<file path="config.mk">
export PLATFORM = sky130hd
export DESIGN_NAME = text_console
export DESIGN_NICKNAME = d
export VERILOG_FILES = /design/src/rtl/text_console.sv
export SDC_FILE = /design/constraint.sdc
export NUM_CORES = 1
export LEC_CHECK = 0
export BUFFER_PORTS_ARGS = -buffer_cell sky130_fd_sc_hd__clkbuf_2
export CAP_MARGIN = 0
export CORE_MARGIN = 2
export CORE_UTILIZATION = 45
export DETAILED_ROUTE_END_ITERATION = 16
export GPL_ROUTABILITY_DRIVEN = 0
export PLACE_DENSITY_LB_ADDON = 0.3
export SYNTH_ARGS = -nofsm -noshare
export SYNTH_HDL_FRONTEND = slang
export SYNTH_SLANG_ARGS = --single-unit
</file>
<file path="constraint.sdc">
create_clock -name i_clk -period 3.1 [get_ports i_clk]
set_input_delay 0.31 -clock i_clk [delete_from_list [all_inputs] [get_ports i_clk]]
set_output_delay 0.31 -clock i_clk [all_outputs]
set_load 0.01 [all_outputs]
</file>
<file path="src/rtl/text_console.sv">
// Byte-stream terminal front end for the character buffer: cursor tracking, printable writes, CR/LF/BS/FF, line/screen clears.
// Optional feature: define TEXTCON_LF_CR_EN so that LF also returns the cursor to column 0.
module text_console #(
    parameter int unsigned COLS_LOG2      = 6,
    parameter int unsigned ROWS_LOG2      = 5,
    parameter logic [7:0]  FILL_CHAR      = 8'h20,
    parameter bit          CLEAR_ON_RESET = 1'b1
) (
    input  logic                           i_clk,
    input  logic                           i_rst_n,
    input  logic [7:0]                     i_data,
    input  logic                           i_valid,
    output logic                           o_ready,
    output logic [ROWS_LOG2+COLS_LOG2-1:0] o_addr,
    output logic [7:0]                     o_data,
    output logic                           o_we,
    output logic [ROWS_LOG2+COLS_LOG2-1:0] o_cursor,
    output logic                           o_busy
);

    typedef enum logic [1:0] {
        IDLE     = 2'd0,
        CLR_LINE = 2'd1,
        CLR_SCR  = 2'd2
    } state_t;

    state_t                          state;
    logic [ROWS_LOG2-1:0]            row;
    logic [COLS_LOG2-1:0]            col;
    logic [ROWS_LOG2-1:0]            clr_row;
    logic [COLS_LOG2-1:0]            line_cnt;
    logic [ROWS_LOG2+COLS_LOG2-1:0]  scr_cnt;
    logic                            is_ctrl;

    assign is_ctrl  = (i_data < 8'h20) || (i_data == 8'h7F);
    assign o_cursor = {row, col};
    assign o_busy   = ~o_ready;

    always_ff @(posedge i_clk or negedge i_rst_n) begin
        if (!i_rst_n) begin
            state    <= CLEAR_ON_RESET ? CLR_SCR : IDLE;
            o_ready  <= !CLEAR_ON_RESET;
            row      <= '0;
            col      <= '0;
            clr_row  <= '0;
            line_cnt <= '0;
            scr_cnt  <= '0;
            o_we     <= 1'b0;
            o_addr   <= '0;
            o_data   <= FILL_CHAR;
        end else begin
            o_we <= 1'b0;
            case (state)
                IDLE: begin
                    if (i_valid) begin
                        if (!is_ctrl) begin
                            o_we   <= 1'b1;
                            o_addr <= {row, col};
                            o_data <= i_data;
                            // Printing into the last column wraps and blanks the new row.
                            if (col == '1) begin
                                col      <= '0;
                                row      <= row + 1'b1;
                                clr_row  <= row + 1'b1;
                                line_cnt <= '0;
                                state    <= CLR_LINE;
                                o_ready  <= 1'b0;
                            end else begin
                                col <= col + 1'b1;
                            end
                        end else begin
                            case (i_data)
                                8'h0D: col <= '0;
                                8'h0A: begin
                                    row      <= row + 1'b1;
                                    clr_row  <= row + 1'b1;
`ifdef TEXTCON_LF_CR_EN
                                    col      <= '0;
`endif
                                    line_cnt <= '0;
                                    state    <= CLR_LINE;
                                    o_ready  <= 1'b0;
                                end
                                8'h08: begin
                                    if (col != '0) begin
                                        col    <= col - 1'b1;
                                        o_we   <= 1'b1;
                                        o_addr <= {row, col - 1'b1};
                                        o_data <= FILL_CHAR;
                                    end
                                end
                                8'h0C: begin
                                    scr_cnt <= '0;
                                    state   <= CLR_SCR;
                                    o_ready <= 1'b0;
                                end
                                default: ;
                            endcase
                        end
                    end
                end
                CLR_LINE: begin
                    o_we     <= 1'b1;
                    o_addr   <= {clr_row, line_cnt};
                    o_data   <= FILL_CHAR;
                    line_cnt <= line_cnt + 1'b1;
                    if (line_cnt == '1) begin
                        state   <= IDLE;
                        o_ready <= 1'b1;
                    end
                end
                CLR_SCR: begin
                    o_we    <= 1'b1;
                    o_addr  <= scr_cnt;
                    o_data  <= FILL_CHAR;
                    scr_cnt <= scr_cnt + 1'b1;
                    if (scr_cnt == '1) begin
                        row     <= '0;
                        col     <= '0;
                        state   <= IDLE;
                        o_ready <= 1'b1;
                    end
                end
                default: begin
                    state   <= IDLE;
                    o_ready <= 1'b1;
                end
            endcase
        end
    end

endmodule

</file>
==> metrics.md <==
| Metric | Value |
|---|---|
| Netlist cell types | `64` |
| Reg clk slew, reported paths | `0.11 ns` |
| FF+latch count, synth | `56` |
| Fin Hold WS | `0.302 ns` |
| Drt drc | `0` |
| TritonCTS Buffers | `5` |
| Starting Density | `45.7%` |
| Flop pwr share | `44.7%` |
| Worst-Skew Late Latency | `0.31 ns` |
| Max_cap viols | `0` |
| Via density per instance | `5.83` |
| Syn Nets | `391` |
| Drt first-iter violations | `208` |
| Via count | `2986` |
| Max rail drop VDD | `0.000428 V` |
| Tot GR Track Use | `20.8%` |
| Seq/Total Area, Yosys | `40.1%` |
| Top_reg_cell synth | `dfrtp_1` |
| Final Cell Area | `0.00389 mm^2` |
| Crit path cell chain | `inv_1 > ha_1 > or3b_1 > nor3_1 > o21ai_2 > a21oi_2 > nor2_4 > buf_4 > mux2_4` |
| Actual slew at the worst max-slew pin | `0.779 ns` |
| Unrepaired setup endpoints after global routing | `no` |
| Relative slew slack | `48.0%` |
| Chip height | `92.2 um` |
| Async S/R FF share, synth | `100%` |
| Synth warn | `0` |
| Vias in the first global route | `2879` |
| 1st-pass router iterations | `5` |
| Pwr Density | `586 mW/mm^2` |
| Worst min-delay path class | `in2reg` |
| Core area | `0.00765 mm^2` |
| Gate power share | `33.6%` |
| P_leak | `1.81 nW` |
| Syn Std Cell Area | `0.00350 mm^2` |
| Critical path fanouts, max | `18` |
| Setup violators final | `0` |
| Diodes inserted | `0` |
| Max clock buf depth | `2` |
| First-pass GRT wire length | `14300 um` |
| CP Data Required Time | `3.31 ns` |
| Clk_skew | `0.00733 ns` |
| Part of the power in the clock network | `21.7%` |
| Syn Area/Cell | `9.43 um^2` |
| Final wirelength | `8420 um` |
| Crit path kind | `reg2reg` |
| Area growth, synth to finish | `11.3%` |
| Total grt overflow | `0` |
| Core Rows | `32` |
| Setup TNS | `0 ns` |
| TritonCTS clock tree | `built` |
| Nets | `429` |
| Post-CTS Repair Setup Buffers | `0` |
| Largest net degree at the start of global routing | `36` |
| Final worst path period need | `2.50 ns` |
| Buffers on Ports | `43` |
| Final hold violations | `0` |
| Fraction of layout cells with a size suffix above 1 | `22.2%` |
| Peak Freq | `399 MHz` |
| Number of flops mapped to enable cells by yosys | `0` |
| Outcome | `complete, no violations` |
| Final period util | `80.8%` |
| Dpl hpwl | `6080 um` |
| Antenna violations before repair | `0` |
| Die X-Extent | `92.2 um` |
| Crit path largest cell delay | `0.46 ns` |
| Critical path capture point type | `flop` |
| WP data arrival | `2.71 ns` |
| Placed cell areas | `0.00377 mm^2` |
| Internal cell power | `0.00145 W` |
| CTS Sinks | `56` |
| Clock Tree Root | `clkbuf_8` |
| Net Sw Frac | `36.3%` |
| P_sw | `0.000829 W` |
| Post-synth top area cell | `dfrtp_1` |
| Die area | `0.00850 mm^2` |
| # H-tree levels | `2` |
| Fin. max-slew vios | `0` |
| Crit path launch type | `flop` |
| Top-area cell type share of the netlist area | `38.6%` |
| I/O pins | `44` |
| Post-Syn Instances | `371` |
| Synth top area cells | `dfrtp_1 (39%), nand2_1 (4.2%), nor2_1 (3.3%)` |
| Post-route ant nets | `0` |
| Wirelength per Cell | `16.4 um` |
| Critical-path top delay cell | `dfrtp_1` |
==> registers in the layout, summed over array words and instances, names as in the netlist <==
signal and flops:
clr_row 5, line_cnt 6, scr_cnt 11, o_ready 1, o_addr 11, col 6, o_we 1, o_data 8
state 2, row 5
==> final cells by class <==
class / instances / area, um^2
tap: 102 / 128
inverter: 15 / 56.3
clock buffer: 6 / 72.6
sequential: 56 / 1400
multi-input combinational: 279 / 1910
timing repair buffer: 52 / 285
clock inverter: 2 / 38.8
fill: 684 / 3750
==> worst max-delay path, delay by kind of cell (launching register included) <==
family | cells | cell delay (ns)
flops | 1 | 0.46
fa+ha+maj | 1 | 0.23
buf+inv | 2 | 0.36
mux | 1 | 0.33
simple gates | 3 | 0.68
compound gates | 2 | 0.34
==> worst paths after layout <==
check,startpoint,endpoint,slack [ns],cells after the start
max,col[0]$_DFFE_PN0P_,o_addr[8]$_DFFE_PN0P_,0.60,9
min in group asynchronous,i_rst_n,col[1]$_DFFE_PN0P_,0.51,2
min,i_data[3],o_data[3]$_DFFE_PN0P_,0.30,3
max reg2reg,col[0]$_DFFE_PN0P_,o_addr[8]$_DFFE_PN0P_,0.60,9
min reg2reg,clr_row[3]$_DFFE_PN0P_,clr_row[3]$_DFFE_PN0P_,0.49,2
max in group asynchronous,i_rst_n,state[1]$_DFFE_PN1P_,1.70,3
==> cells by family after synthesis <==
group / count (synthesis) / share of synthesized area (%)
AO/OA/AOI/OAI: 112 / 23.0
XOR/XNOR: 8 / 2.00
adder cells (fa/ha/maj): 9 / 3.22
buffers and inverters: 36 / 5.29
flip-flops: 56 / 40.1
multiplexers: 21 / 6.94
AND/OR/NAND/NOR: 129 / 19.4
==> cells in the final DEF, fill, tap and decap left out, types with 10 or more instances in the layout <==
cell type | synthesis | routed
clkbuf_2 | 1 | 43
nand2_1 | 39 | 39
nand3_1 | 12 | 12
nor2_1 | 31 | 31
dfrtp_1 | 54 | 54
mux2_2 | 10 | 10
a21oi_1 | 22 | 22
o21ai_0 | 23 | 23
inv_1 | 14 | 14
==> repair_timing <==
action / in CTS / in global routing
gates resized for setup: 0 / 0
hold buffers: 1 / 0
endpoints found under the hold margin: 21 / 0
==> layer usage <==
layer	up-vias	routed length [um]	track usage (%)
met5	-	0	0
met4	0	103	7.71
met3	10	476	4.68
met2	101	3920	32.2
met1	1438	3910	28.6
li1	1437	-	-
==> stage by stage <==
step                std cells  power [W]  worst slack, ns  utilization [%]
floorplan                 371    0.00154            0.767                -
global placement          503    0.00178            0.674             49.3
detailed placement        503    0.00180            0.618             49.3
CTS                       512    0.00230            0.601             50.9
global route              512    0.00243            0.391             50.9
finish                    512    0.00228            0.596             50.9
==> synth_stat cells, types with 5 or more instances <==
cell,instances
dfrtp_1,54
nand2_1,39
nor2_1,31
o21ai_0,23
a21oi_1,22
inv_1,14
clkbuf_1,12
nand3_1,12
mux2_2,10
a21o_1,9
a22o_1,9
ha_1,9
nor3_1,9
a221oi_1,8
and3_1,8
a211oi_1,7
mux2i_1,7
a22oi_1,5
and2_1,5
buf_2,5
xnor2_1,5
==> power by group through the flow <==
stage          combinational, W  clock (W)  sequential (W)
2_1_floorplan          0.000512          0         0.00103
3_3_place_gp           0.000751          0         0.00103
3_5_place_dp           0.000768          0         0.00103
4_1_cts                0.000770   0.000509         0.00102
5_1_grt                0.000857   0.000525         0.00105
6_report               0.000768   0.000495         0.00102
Power figures use the tool's default switching activity.
